**src/rtl/equilibrium_maxxing_uc_if.sv**
```systemverilog
// Status/control bundle between the Equilibrium Maxxing control unit and its datapath.
// master = control unit, slave = datapath side (or bench).
interface equilibrium_maxxing_uc_if;
   logic       iniciar;
   logic       sensorFimCurso;
   logic       prep_done;
   logic       ganhou_ponto;
   logic       perdeu_ponto;
   logic [7:0] pontuacao;
   logic       calib_start;
   logic       trava_servo;
   logic       reset_prep_cnt;
   logic       reset_nivel_locked;
   logic       start_game;
   logic       reset_nivel;
   logic       gerar_nova_jogada;
   logic       fade_trigger;
   logic       conta_nivel;
   logic       pronto;
   logic       venceu;
   logic       erro_calib;
   logic [3:0] db_estado;

   modport master (
      input  iniciar, sensorFimCurso, prep_done, ganhou_ponto, perdeu_ponto, pontuacao,
      output calib_start, trava_servo, reset_prep_cnt, reset_nivel_locked, start_game,
             reset_nivel, gerar_nova_jogada, fade_trigger, conta_nivel, pronto, venceu,
             erro_calib, db_estado
   );

   modport slave (
      output iniciar, sensorFimCurso, prep_done, ganhou_ponto, perdeu_ponto, pontuacao,
      input  calib_start, trava_servo, reset_prep_cnt, reset_nivel_locked, start_game,
             reset_nivel, gerar_nova_jogada, fade_trigger, conta_nivel, pronto, venceu,
             erro_calib, db_estado
   );
endinterface

```
**src/rtl/equilibrium_maxxing_uc.sv**
```systemverilog
// Moore control FSM for the Equilibrium Maxxing game: calibration, level select,
// round sequencing, scoring and level progression, with saturating tick/score counters.
module equilibrium_maxxing_uc #(
   parameter int PONTOS_VITORIA   = 20,
   parameter int ERROS_MAX        = 3,
   parameter int PONTOS_POR_NIVEL = 5,
   parameter int PREP_TICKS       = 5,
   parameter int CALIB_TIMEOUT    = 50
) (
   input  logic clock,
   input  logic reset,
   equilibrium_maxxing_uc_if.master bus
);
   localparam logic [7:0] VIT_LIM   = 8'(PONTOS_VITORIA);
   localparam logic [3:0] ERR_LIM   = 4'(ERROS_MAX);
   localparam logic [3:0] NIVEL_LIM = 4'(PONTOS_POR_NIVEL);
   localparam logic [7:0] PREP_LIM  = 8'(PREP_TICKS);
   localparam logic [7:0] CALIB_LIM = 8'(CALIB_TIMEOUT);

   typedef enum logic [3:0] {
      INICIAL      = 4'h0,
      CALIBRA      = 4'h1,
      ESPERA_CALIB = 4'h2,
      SELECIONA    = 4'h3,
      TRAVA        = 4'h4,
      PREPARA      = 4'h5,
      GERA         = 4'h6,
      FADE         = 4'h7,
      JOGANDO      = 4'h8,
      AVALIA       = 4'h9,
      SOBE_NIVEL   = 4'hA,
      VITORIA      = 4'hB,
      DERROTA      = 4'hC,
      ERRO         = 4'hE
   } state_t;

   state_t     state, next_state;
   logic       iniciar_d;
   logic       ini_edge;
   logic [7:0] tick_cnt;
   logic [3:0] erros, acertos;

   // iniciar_d resets high so a button held through reset is not seen as a press
   assign ini_edge = bus.iniciar & ~iniciar_d;

   always_ff @(posedge clock) begin
      if (!reset) begin
         state     <= INICIAL;
         iniciar_d <= 1'b1;
         tick_cnt  <= '0;
         erros     <= '0;
         acertos   <= '0;
      end else begin
         state     <= next_state;
         iniciar_d <= bus.iniciar;
         case (state)
            CALIBRA: tick_cnt <= '0;
            ESPERA_CALIB:
               if (bus.prep_done && tick_cnt != 8'hFF) tick_cnt <= tick_cnt + 8'd1;
            TRAVA: begin
               tick_cnt <= '0;
               erros    <= '0;
               acertos  <= '0;
            end
            // a tick landing on the exit cycle is dropped rather than carried forward
            PREPARA:
               if (bus.prep_done && tick_cnt != PREP_LIM && tick_cnt != 8'hFF)
                  tick_cnt <= tick_cnt + 8'd1;
            JOGANDO:
               if (bus.ganhou_ponto) begin
                  if (acertos != 4'hF) acertos <= acertos + 4'd1;
               end else if (bus.perdeu_ponto) begin
                  if (erros != 4'hF) erros <= erros + 4'd1;
                  acertos <= '0;
               end
            SOBE_NIVEL: begin
               acertos  <= '0;
               tick_cnt <= '0;
            end
            default: ;
         endcase
      end
   end

   always_comb begin
      next_state            = state;
      bus.calib_start        = 1'b0;
      bus.trava_servo        = 1'b0;
      bus.reset_prep_cnt     = 1'b0;
      bus.reset_nivel_locked = 1'b0;
      bus.start_game         = 1'b0;
      bus.reset_nivel        = 1'b0;
      bus.gerar_nova_jogada  = 1'b0;
      bus.fade_trigger       = 1'b0;
      bus.conta_nivel        = 1'b0;
      bus.pronto             = 1'b0;
      bus.venceu             = 1'b0;
      bus.erro_calib         = 1'b0;
      case (state)
         INICIAL: begin
            bus.trava_servo        = 1'b1;
            bus.reset_nivel_locked = 1'b1;
            if (ini_edge) next_state = CALIBRA;
         end
         CALIBRA: begin
            bus.calib_start    = 1'b1;
            bus.reset_prep_cnt = 1'b1;
            next_state         = ESPERA_CALIB;
         end
         ESPERA_CALIB: begin
            bus.calib_start = 1'b1;
            if (bus.sensorFimCurso)       next_state = SELECIONA;
            else if (tick_cnt == CALIB_LIM) next_state = ERRO;
         end
         SELECIONA: begin
            bus.trava_servo = 1'b1;
            if (ini_edge) next_state = TRAVA;
         end
         TRAVA: begin
            bus.start_game     = 1'b1;
            bus.reset_nivel    = 1'b1;
            bus.reset_prep_cnt = 1'b1;
            bus.trava_servo    = 1'b1;
            next_state         = PREPARA;
         end
         PREPARA: if (tick_cnt == PREP_LIM) next_state = GERA;
         GERA: begin
            bus.gerar_nova_jogada = 1'b1;
            next_state            = FADE;
         end
         FADE: begin
            bus.fade_trigger   = 1'b1;
            bus.reset_prep_cnt = 1'b1;
            next_state         = JOGANDO;
         end
         JOGANDO: if (bus.ganhou_ponto || bus.perdeu_ponto) next_state = AVALIA;
         AVALIA: begin
            if (bus.pontuacao >= VIT_LIM)  next_state = VITORIA;
            else if (erros == ERR_LIM)     next_state = DERROTA;
            else if (acertos == NIVEL_LIM) next_state = SOBE_NIVEL;
            else                           next_state = GERA;
         end
         SOBE_NIVEL: begin
            bus.conta_nivel    = 1'b1;
            bus.reset_prep_cnt = 1'b1;
            next_state         = PREPARA;
         end
         VITORIA, DERROTA: begin
            bus.pronto      = 1'b1;
            bus.venceu      = (state == VITORIA);
            bus.trava_servo = 1'b1;
            if (ini_edge) next_state = SELECIONA;
         end
         ERRO: begin
            bus.erro_calib         = 1'b1;
            bus.trava_servo        = 1'b1;
            bus.reset_nivel_locked = 1'b1;
            if (ini_edge) next_state = CALIBRA;
         end
         default: next_state = INICIAL;
      endcase
   end

   assign bus.db_estado = state;
endmodule

```
**src/flat_wrapper.sv**
```systemverilog
// flat-port wrapper written by rule: the top's interface ports become plain ports
module equilibrium_maxxing_uc_flat 
#(
   parameter int PONTOS_VITORIA   = 20,
   parameter int ERROS_MAX        = 3,
   parameter int PONTOS_POR_NIVEL = 5,
   parameter int PREP_TICKS       = 5,
   parameter int CALIB_TIMEOUT    = 50
)
  (clock, reset, bus_iniciar, bus_sensorFimCurso, bus_prep_done, bus_ganhou_ponto, bus_perdeu_ponto, bus_pontuacao, bus_calib_start, bus_trava_servo, bus_reset_prep_cnt, bus_reset_nivel_locked, bus_start_game, bus_reset_nivel, bus_gerar_nova_jogada, bus_fade_trigger, bus_conta_nivel, bus_pronto, bus_venceu, bus_erro_calib, bus_db_estado);
  equilibrium_maxxing_uc_if bus_i ();
  input  logic clock;
  input  logic reset;
  input wire logic [$bits(bus_i.iniciar)-1:0] bus_iniciar;
  input wire logic [$bits(bus_i.sensorFimCurso)-1:0] bus_sensorFimCurso;
  input wire logic [$bits(bus_i.prep_done)-1:0] bus_prep_done;
  input wire logic [$bits(bus_i.ganhou_ponto)-1:0] bus_ganhou_ponto;
  input wire logic [$bits(bus_i.perdeu_ponto)-1:0] bus_perdeu_ponto;
  input wire logic [$bits(bus_i.pontuacao)-1:0] bus_pontuacao;
  output wire logic [$bits(bus_i.calib_start)-1:0] bus_calib_start;
  output wire logic [$bits(bus_i.trava_servo)-1:0] bus_trava_servo;
  output wire logic [$bits(bus_i.reset_prep_cnt)-1:0] bus_reset_prep_cnt;
  output wire logic [$bits(bus_i.reset_nivel_locked)-1:0] bus_reset_nivel_locked;
  output wire logic [$bits(bus_i.start_game)-1:0] bus_start_game;
  output wire logic [$bits(bus_i.reset_nivel)-1:0] bus_reset_nivel;
  output wire logic [$bits(bus_i.gerar_nova_jogada)-1:0] bus_gerar_nova_jogada;
  output wire logic [$bits(bus_i.fade_trigger)-1:0] bus_fade_trigger;
  output wire logic [$bits(bus_i.conta_nivel)-1:0] bus_conta_nivel;
  output wire logic [$bits(bus_i.pronto)-1:0] bus_pronto;
  output wire logic [$bits(bus_i.venceu)-1:0] bus_venceu;
  output wire logic [$bits(bus_i.erro_calib)-1:0] bus_erro_calib;
  output wire logic [$bits(bus_i.db_estado)-1:0] bus_db_estado;
  assign bus_i.iniciar = bus_iniciar;
  assign bus_i.sensorFimCurso = bus_sensorFimCurso;
  assign bus_i.prep_done = bus_prep_done;
  assign bus_i.ganhou_ponto = bus_ganhou_ponto;
  assign bus_i.perdeu_ponto = bus_perdeu_ponto;
  assign bus_i.pontuacao = bus_pontuacao;
  assign bus_calib_start = bus_i.calib_start;
  assign bus_trava_servo = bus_i.trava_servo;
  assign bus_reset_prep_cnt = bus_i.reset_prep_cnt;
  assign bus_reset_nivel_locked = bus_i.reset_nivel_locked;
  assign bus_start_game = bus_i.start_game;
  assign bus_reset_nivel = bus_i.reset_nivel;
  assign bus_gerar_nova_jogada = bus_i.gerar_nova_jogada;
  assign bus_fade_trigger = bus_i.fade_trigger;
  assign bus_conta_nivel = bus_i.conta_nivel;
  assign bus_pronto = bus_i.pronto;
  assign bus_venceu = bus_i.venceu;
  assign bus_erro_calib = bus_i.erro_calib;
  assign bus_db_estado = bus_i.db_estado;
  equilibrium_maxxing_uc #(.PONTOS_VITORIA(PONTOS_VITORIA), .ERROS_MAX(ERROS_MAX), .PONTOS_POR_NIVEL(PONTOS_POR_NIVEL), .PREP_TICKS(PREP_TICKS), .CALIB_TIMEOUT(CALIB_TIMEOUT)) u_core (.clock(clock), .reset(reset), .bus(bus_i));
endmodule
```
**config.mk**
```make
export PLATFORM = sky130hd
export DESIGN_NAME = equilibrium_maxxing_uc_flat
export DESIGN_NICKNAME = d
export VERILOG_FILES = /design/src/rtl/equilibrium_maxxing_uc_if.sv /design/src/rtl/equilibrium_maxxing_uc.sv /design/src/flat_wrapper.sv
export SDC_FILE = /design/constraint.sdc
export NUM_CORES = 1
export LEC_CHECK = 0
export ABC_CLOCK_PERIOD_IN_PS = 2450
export BUFFER_PORTS_ARGS = -buffer_cell sky130_fd_sc_hd__buf_2
export CORE_MARGIN = 1.5
export CORE_UTILIZATION = 40
export CTS_CLUSTER_SIZE = 40
export DETAILED_ROUTE_END_ITERATION = 7
export SETUP_SLACK_MARGIN = 0.3
export SYNTH_ARGS = -nofsm -noshare
export SYNTH_HDL_FRONTEND = slang
export SYNTH_SLANG_ARGS = --single-unit
```
**constraint.sdc**
```tcl
create_clock -name clock -period 2.45 [get_ports clock]
set_clock_uncertainty 0.05 [all_clocks]
set_input_delay 0.3675 -clock clock [delete_from_list [all_inputs] [get_ports clock]]
set_output_delay 0.3675 -clock clock [all_outputs]
set_load 0.05 [all_outputs]
```
==> results of run 1 <==
-- power by group --
part	switching (W)	leakage, nW	internal, W
logic	0.000684	0.545	0.000387
clock network	0.000120	0.0228	0.000116
registers	0.0000959	0.173	0.000379
total	0.000900	0.740	0.000882
-- final cells by class --
| class | instances | area [sq um] |
|---|---|---|
| multi-input combinational | 163 | 1170 |
| clock buffer | 4 | 45.0 |
| inverter | 12 | 45.0 |
| timing repair buffer | 37 | 213 |
| sequential | 21 | 435 |
| fill | 404 | 2000 |
| tap | 50 | 62.6 |
-- final timing paths --
check             slack (ns)                endpoint               startpoint  cells past startpoint
setup / recovery        0.37  bus_reset_nivel_locked  u_core.bus.db_estado[1]                      4
hold / removal          0.26        u_core.iniciar_d              bus_iniciar                      2
setup reg to reg        0.40         u_core.erros[0]  u_core.bus.db_estado[0]                      6
hold reg to reg         0.43         u_core.erros[1]          u_core.erros[1]                      2
-- worst max-delay path: cells and delay by family (launching register included) --
family / cells / cell delay (ns)
AOI/OAI and AO/OA: 1 / 0.13
buffers and inverters: 2 / 0.42
DFF: 1 / 0.41
and+or+nand+nor: 1 / 0.43
-- per-stage QoR --
stage               setup slack, ns  utilization  hold slack [ns]  instance area (sq um)  total power, W
floorplan                     0.159            -            0.391                   1700         0.00127
global placement              0.416        0.477            0.415                   1900         0.00149
detailed placement            0.389        0.477            0.420                   1900         0.00149
CTS                           0.351        0.492            0.257                   1960         0.00175
global route                  0.275        0.497            0.264                   1980         0.00189
finish                        0.366        0.497            0.260                   1980         0.00178
-- registers in the layout, indices dropped and copies added, names as in the netlist --
signal,count
u_core.bus.db_estado,4
u_core.tick_cnt,8
u_core.erros,4
u_core.iniciar_d,1
u_core.acertos,4
-- kinds of logic after synthesis --
group / Yosys count / share of synthesized area
compound gates: 50 / 0.221
xor+xnor: 7 / 0.0374
mux: 8 / 0.0503
simple gates: 92 / 0.331
flops: 21 / 0.256
fa+ha+maj: 6 / 0.0458
buf+inv: 22 / 0.0580
-- routing by layer --
layer  vias to the layer above  share of wire
li1                        817              -
met1                       742           0.47
met2                        20           0.50
met3                         4          0.023
met4                         0         0.0068
met5                         -              0
-- cells in the mapped netlist, types with 3 or more instances --
cell type / number
dfxtp_1: 21
nor2_1: 18
a21oi_1: 17
nand2_1: 17
inv_1: 12
nand3_1: 12
o21ai_0: 7
xnor2_1: 7
ha_1: 6
mux2i_1: 6
nand4_1: 5
nor3_1: 5
buf_2: 4
nand2b_1: 4
nor2b_1: 4
nand3b_1: 3
nor3b_1: 3
o211ai_1: 3
or3_1: 3
-- timing repair --
| item | CTS | global route |
|---|---|---|
| buffers inserted | 1 | 2 |
| pin swaps | 1 | 0 |
| resized for setup | 3 | 2 |
| endpoints found under the hold margin | 0 | 0 |
| endpoints found under the setup margin | 3 | 4 |
==> summary.txt, run 1 <==
run status - finished, final reports clean
average cell area after synthesis - 7.96 sq um
Worst Max-Slew Pin Slew - 0.495 ns
power per standard cell area - 902 mW/mm^2
clk sinks - 21
unrepaired setup endpoints after global routing - yes
commonest non-fill, non-tap cells in the layout - buf_2, nor2_1, dfxtp_1
initial antenna violation count - 0
post-layout min period - 2.08 ns
Layout Area Growth over Synthesis - 20.4%
clock root buffer - clkbuf_8
Post-route DRC - 0
Clock Tree Buf Depth - 2
IO Count - 31
total of max-cap violations - 0
layout cells sized above 1 - 0.274
CTS H-tree depth - 1
sequential share of the synthesized area - 0.256
Critical Path Max Stage Delay - 0.43 ns
core area - 0.00397 sq mm
largest fanout on the critical path - 11
num rows - 23
Final setup viols - 0
Crit. End Element - output pin
Crit Path Category - flip-flop to output pin
EDFF count, synth - 0
Final Hold Fails - 0
critical path arrival - 1.67 ns
slowest library cell on the worst path - or3_1
Finished Layout Cells - 287
global-route wire length before repair - 6.26 mm
synthesized area - 0.00164 sq mm
drt initial violations - 80
Leak - 0.740 nW
share of the synthesized area in the top cell type - 0.256
grt total ovfl - 0
worst skew pair latency - 0.27 ns
Synth area leader - dfxtp_1
Detailed Route WL - 3.94 mm
Post-synth ARST share - 0
WL/cell - 13.7 um
number of diodes - 0
grt peak-use layer - met2
Setup TNS - 0 ns
Final period util - 0.851
Hold Path Class - input port to flip-flop
Net Count, Synth - 227
met1 GRT Util - 0.232
Initial Util - 0.413
Yosys cell types - 54
post-placement cell count - 280
startpoint types - flip-flop
post-route ant nets - 0
Synth area leaders - dfxtp_1, a21oi_1, ha_1
height of the chip - 67.0 um
GPL Wtd Cong - 0.803
DRT Pass-1 Iters - 4
Most used DFF post-synth - dfxtp_1
GR Util met3 - 0.0372
max-slew violations - 0
achievable frequency - 480 MHz
VDD IR max - 401 uV
worst-path cell chain - buf_4 > or3_1 > a21oi_4 > clkbuf_4
Worst slew margin - 0.668
GRT Total Usage - 0.181
Vias/cell - 5.52
Synth Register Bits - 21
yosys warns - 0
hold buffers post-CTS - 0
Vias - 1583
M2 GR Usage - 0.316
Die X - 67.0 um
Syn Inst Count - 206
commonest non-fill, non-tap cell in the layout - buf_2
number of global-route vias before repair - 1386
port bufs - 28
Final Net Count - 259
largest net degree at the start of global routing - 27
CTS Buf Count - 3
die area - 0.00449 sq mm
clock-pin slew on the worst setup and hold paths - 0.08 ns
Worst Path Required - 2.03 ns
post-DP HPWL - 2.81 mm
CTS tree - yes
(Power assumes the default switching activity.)
==> inputs of run 2 (changes only) <==
Settings changed: BUFFER_PORTS_ARGS -buffer_cell sky130_fd_sc_hd__buf_2 to -buffer_cell sky130_fd_sc_hd__clkbuf_2.
==> run 2 against run 1 <==
  * Cell count stayed put
  * Flip-flop and latch count did not move
  * Combinational power hardly changed
  * Wire length shrank 2.2%
  * Sequential power hardly changed
  * Die area stayed put
  * Total power barely moved
  * Worst hold slack worse by 0.0029 ns
  * Maximum frequency grew 0.57%
  * Critical path type unchanged
  * Clock-buffer cell count decreased by 1
  * Clock power is 3% higher
  * Largest power group unchanged
==> summary.txt, run 2 (same netlist as run 1, synthesis figures left out) <==
run status - finished, final reports clean
Final Net Count - 259 (unchanged)
VDD IR max - 284 uV (-29%)
Crit. End Element - output pin
IO Count - 31 (unchanged)
global-route wire length before repair - 6.11 mm (-2.3%)
Hold Path Class - input port to flip-flop
clk sinks - 21 (unchanged)
Placed Area - 0.00190 sq mm (unchanged)
achievable frequency - 482 MHz (+0.57%)
clock power share - 0.137 (+0.004)
number of diodes - 0 (unchanged)
Crit Path Category - flip-flop to output pin
max-slew violations - 0 (unchanged)
Die X - 67.0 um (unchanged)
Initial Util - 0.413 (unchanged)
commonest non-fill, non-tap cell in the layout - clkbuf_2
largest fanout on the critical path - 26 (+15)
CTS tree - yes
Final period util - 0.846 (-0.00483)
height of the chip - 67.0 um (unchanged)
drt initial violations - 95 (+19%)
grt total ovfl - 0 (unchanged)
Leak - 0.737 nW (-0.46%)
Finished Layout Cells - 287 (unchanged)
Vias - 1565 (-1.1%)
port bufs - 28 (unchanged)
core area - 0.00397 sq mm (unchanged)
die area - 0.00449 sq mm (unchanged)
Final setup viols - 0 (unchanged)
Critical Path Max Stage Delay - 0.44 ns (about the same)
CTS Buf Count - 3 (unchanged)
Post-Place Setup Slack - 0.380 ns (-0.00924 ns)
Layout Area Growth over Synthesis - 20.6%
unrepaired setup endpoints after global routing - no
WL/cell - 13.4 um (-2.2%)
hold buffers post-CTS - 0 (unchanged)
post-layout min period - 2.07 ns (-0.0118 ns)
initial antenna violation count - 0 (unchanged)
post-DP HPWL - 2.75 mm (-2.0%)
sw frac - 0.509 (+0.00388)
clock-pin slew on the worst setup and hold paths - 0.09 ns (about the same)
DRT Pass-1 Iters - 5 (+1)
Int Power - 0.000876 W (-0.75%)
Final Hold Fails - 0 (unchanged)
worst skew pair latency - 0.26 ns (about the same)
worst-path cell chain - nand2b_1 > or3_1 > inv_1 > buf_2
Largest Register - u_core.tick_cnt
Comb pwr share - 0.598 (-0.003)
CTS H-tree depth - 1 (unchanged)
Worst slew margin - 0.660 (-0.00776)
Post-route DRC - 0 (unchanged)
critical path arrival - 1.66 ns (about the same)
final instance area - 0.00198 sq mm (+0.13%)
Vias/cell - 5.45 (-1.1%)
GPL Wtd Cong - 0.792 (-1.4%)
slowest library cell on the worst path - dfxtp_4
Detailed Route WL - 3.86 mm (-2.2%)
clock root buffer - clkbuf_8
switching power - 0.000908 W (+0.80%)
number of global-route vias before repair - 1317 (-5.0%)
sequential share of power - 0.265 (about the same)
Worst Path Required - 2.03 ns (about the same)
post-placement cell count - 280 (unchanged)
commonest non-fill, non-tap cells in the layout - clkbuf_2, nor2_1, dfxtp_1
Worst Max-Slew Pin Slew - 0.507 ns (+0.0116 ns)
layout cells sized above 1 - 0.283 (+0.00844)
max FFs per register - 8 (unchanged)
Setup WS post-layout - 0.377 ns (+0.0118 ns)
total of max-cap violations - 0 (unchanged)
Clock Tree Buf Depth - 2 (unchanged)
num rows - 23 (unchanged)
power per standard cell area - 902 mW/mm^2 (about the same)
post-route ant nets - 0 (unchanged)
startpoint types - flip-flop
GRT Total Usage - 0.177 (-0.00435)
largest net degree at the start of global routing - 27 (unchanged)
Setup TNS - 0 ns (unchanged)
-- run 2: cell count changes in the layout (fill, tap and decap cells not counted) --
cell      previous run  this run
buf_2               26         2
nor2b_2              0         1
inv_4                0         1
nor2b_1              4         3
clkbuf_4             2         1
clkbuf_1             1         0
clkbuf_2             0        25
-- run 2: final timing paths --
path | to | slack, ns | startpoint | depth (start not counted)
setup / recovery | bus_fade_trigger | 0.38 | u_core.bus.db_estado[3] | 4
hold / removal | u_core.iniciar_d | 0.26 | bus_iniciar | 2
setup reg to reg | u_core.bus.db_estado[2] | 0.44 | u_core.bus.db_estado[1] | 6
hold reg to reg | u_core.erros[1] | 0.42 | u_core.erros[1] | 2
-- run 2: worst max-delay path: cells and delay by family (launching register included) --
| kind | cells | cell delay (ns) |
|---|---|---|
| and+or+nand+nor | 2 | 0.63 |
| buffers and inverters | 2 | 0.32 |
| DFF | 1 | 0.44 |
-- run 2: what timing repair did --
action	4_1_cts	5_1_grt
setup buffers	1	2
pin swaps	1	0
gates resized for setup	3	5
endpoints found under the hold margin	0	0
setup endpoints to repair	4	6
-- run 2: final cells by class --
class | instances | area (sq um)
fillers | 398 | 1990
multi-input cells | 163 | 1180
flip-flops and latches | 21 | 435
repair buffers | 37 | 210
well taps | 50 | 62.6
inverters | 12 | 45.0
clock buffers | 3 | 41.3
clock inverters | 1 | 6.26
-- run 2: routing by layer --
metal  up-vias  track usage  wire, um
met4         0       0.0536        27
met1       734        0.228      1850
met3         2       0.0236        96
met2        23        0.303      1890
met5         -            0         0
li1        806            -         -
-- run 2: power by group through the flow --
stage | Combinational, W | Clock (W) | Sequential (W)
floorplan | 0.000797 | 0 | 0.000477
global placement | 0.000976 | 0 | 0.000512
detailed placement | 0.000977 | 0 | 0.000512
CTS | 0.000997 | 0.000252 | 0.000507
global route | 0.00114 | 0.000264 | 0.000482
finish | 0.00107 | 0.000245 | 0.000472
-- run 2: stage by stage --
step / hold WS [ns] / util / total power, W
2_1_floorplan: 0.391 / - / 0.00127
3_3_place_gp: 0.414 / 0.477 / 0.00149
3_5_place_dp: 0.416 / 0.477 / 0.00149
4_1_cts: 0.257 / 0.493 / 0.00176
5_1_grt: 0.276 / 0.498 / 0.00189
6_report: 0.257 / 0.498 / 0.00178
==> inputs of run 3 (changes only) <==
Settings changed: ABC_CLOCK_PERIOD_IN_PS 2450 to 2000.
Clock period 2.45 ns to 2 ns, I/O delays scaled along.
==> run 3 against run 2 <==
  * Clock-buffer cell count unchanged
  * Via count increased by 20%
  * Utilization grew 20 points
  * Worst hold slack got worse by 0.070 ns
  * First-iteration DRC count is 2.1% lower
  * Sequential power increased by 19%
  * Die area did not move
  * Cell count increased by 18%
  * Critical endpoint unchanged
  * Largest power group unchanged
==> summary.txt, run 3 (same netlist as run 1, synthesis figures left out) <==
DRT Pass-1 Iters - 4 (-1)
die area - 0.00449 sq mm (unchanged)
commonest non-fill, non-tap cells in the layout - buf_4, clkbuf_2, nand2_1
met1 GRT Util - 0.329 (+0.101)
core area - 0.00397 sq mm (unchanged)
final instance area - 0.00275 sq mm (+39%)
num rows - 23 (unchanged)
grt total ovfl - 0 (unchanged)
clock root buffer - clkbuf_8
Initial Util - 0.413 (unchanged)
Post-route DRC - 0 (unchanged)
Vias/cell - 5.56 (+1.9%)
Finished Layout Cells - 338 (+18%)
WL/cell - 15.5 um (+16%)
Final setup viols - 0 (unchanged)
Detailed Route WL - 5.25 mm (+36%)
layout cells sized above 1 - 0.517 (+0.235)
GR Util met3 - 0.0304 (+0.00676)
global-route wire length before repair - 7.69 mm (+26%)
commonest non-fill, non-tap cell in the layout - buf_4
Vias - 1879 (+20%)
drt initial violations - 93 (-2.1%)
startpoint types - flip-flop
GPL Wtd Cong - 0.809 (+2.2%)
Final Hold Fails - 0 (unchanged)
register-to-register setup slack - 0.11 ns (-0.33 ns)
CTS tree - yes
number of global-route vias before repair - 1599 (+21%)
Placed Area - 0.00200 sq mm (+5.5%)
Final Net Count - 310 (+20%)
critical path arrival - 1.54 ns (-0.12 ns)
Fillers - 298 (-25%)
clk sinks - 21 (unchanged)
max-slew violations - 0 (unchanged)
Crit Path Category - flip-flop to output pin
unrepaired setup endpoints after global routing - yes
post-layout min period - 1.89 ns
Worst Path Required - 1.65 ns (-0.38 ns)
Hold Path Class - input port to flip-flop
hold buffers post-CTS - 0 (unchanged)
Worst slew margin - 0.714 (+0.0537)
Largest Register - u_core.tick_cnt
Crit. End Element - output pin
largest net degree at the start of global routing - 14 (-48%)
Clock Tree Buf Depth - 2 (unchanged)
post-DP HPWL - 3.02 mm (+9.8%)
Leak - 1.09 nW (+48%)
Die X - 67.0 um (unchanged)
worst r2r path cells - 6 (unchanged)
achievable frequency - 530 MHz
total of max-cap violations - 0 (unchanged)
post-placement cell count - 290 (+3.6%)
height of the chip - 67.0 um (unchanged)
Hold Crit Depth - 2 (unchanged)
Final period util - 0.943
CTS H-tree depth - 1 (unchanged)
worst skew pair latency - 0.26 ns (about the same)
initial antenna violation count - 0 (unchanged)
CTS Buf Count - 3 (unchanged)
M2 GR Usage - 0.340 (+0.0371)
port bufs - 28 (unchanged)
Layout Area Growth over Synthesis - 67.8%
number of diodes - 0 (unchanged)
power per standard cell area - 1090 mW/mm^2 (+21%)
grt peak-use layer - met2
max FFs per register - 8 (unchanged)
largest fanout on the critical path - 10 (-62%)
Worst Max-Slew Pin Slew - 0.425 ns (-0.0823 ns)
IO Count - 31 (unchanged)
post-route ant nets - 0 (unchanged)
GRT Total Usage - 0.224 (+0.0471)
clock-pin slew on the worst setup and hold paths - 0.08 ns (about the same)
VDD IR max - 834 uV (+190%)
run status - finished, final reports clean
==> run 3: path summary, 6_finish.rpt <==
kind / start / to
setup / recovery: u_core.bus.db_estado[1] / bus_fade_trigger
setup reg to reg: u_core.bus.db_estado[2] / u_core.acertos[3]
hold / removal: bus_iniciar / u_core.iniciar_d
hold reg to reg: u_core.erros[1] / u_core.erros[1]
==> run 3: metrics by stage <==
step	TNS, ns	total power [W]	util	worst slack, ns	hold slack [ns]
5_1_grt	0	0.00316	0.693	0.0571	0.203
2_1_floorplan	-1.94	0.00164	-	-0.231	0.323
4_1_cts	0	0.00269	0.622	0.140	0.177
6_report	0	0.00301	0.693	0.114	0.187
3_5_place_dp	0	0.00189	0.504	0.0805	0.429
3_3_place_gp	0	0.00189	0.504	0.109	0.413
==> run 3: report_power, final <==
group	switching (W)	internal, W	leakage [nW]	total [W]
sequential	0.0000902	0.000469	0.175	0.000560
clock	0.000149	0.000139	0.0255	0.000288
combinational	0.00114	0.00102	0.888	0.00216
==> run 3: cell type report <==
class / count / area (sq um) / share of cell area
inverter: 12 / 48.8 / 0.0177
timing repair buffer: 88 / 763 / 0.277
tap: 50 / 62.6 / 0.0227
sequential: 21 / 443 / 0.161
multi-input combinational: 163 / 1390 / 0.505
clock buffer: 3 / 41.3 / 0.0150
clock inverter: 1 / 5.00 / 0.00182
==> run 3: timing repair <==
action                     CTS  global route
buffers inserted            25            19
pin swaps                   12            19
gates resized for setup     48            41
setup endpoints to repair   29            32
==> run 3: worst max-delay path: stages, from the launching register on <==
cell and delay, ns:
dfxtp_4 0.44, inv_1 0.13, or3_4 0.42, clkinvlp_4 0.07, clkbuf_4 0.21
==> run 3: layer usage <==
| layer | part of all wire | vias to the layer above |
|---|---|---|
| met1 | 0.45 | 899 |
| li1 | - | 917 |
| met5 | 0 | - |
| met4 | 0.011 | 0 |
| met3 | 0.054 | 6 |
| met2 | 0.49 | 57 |
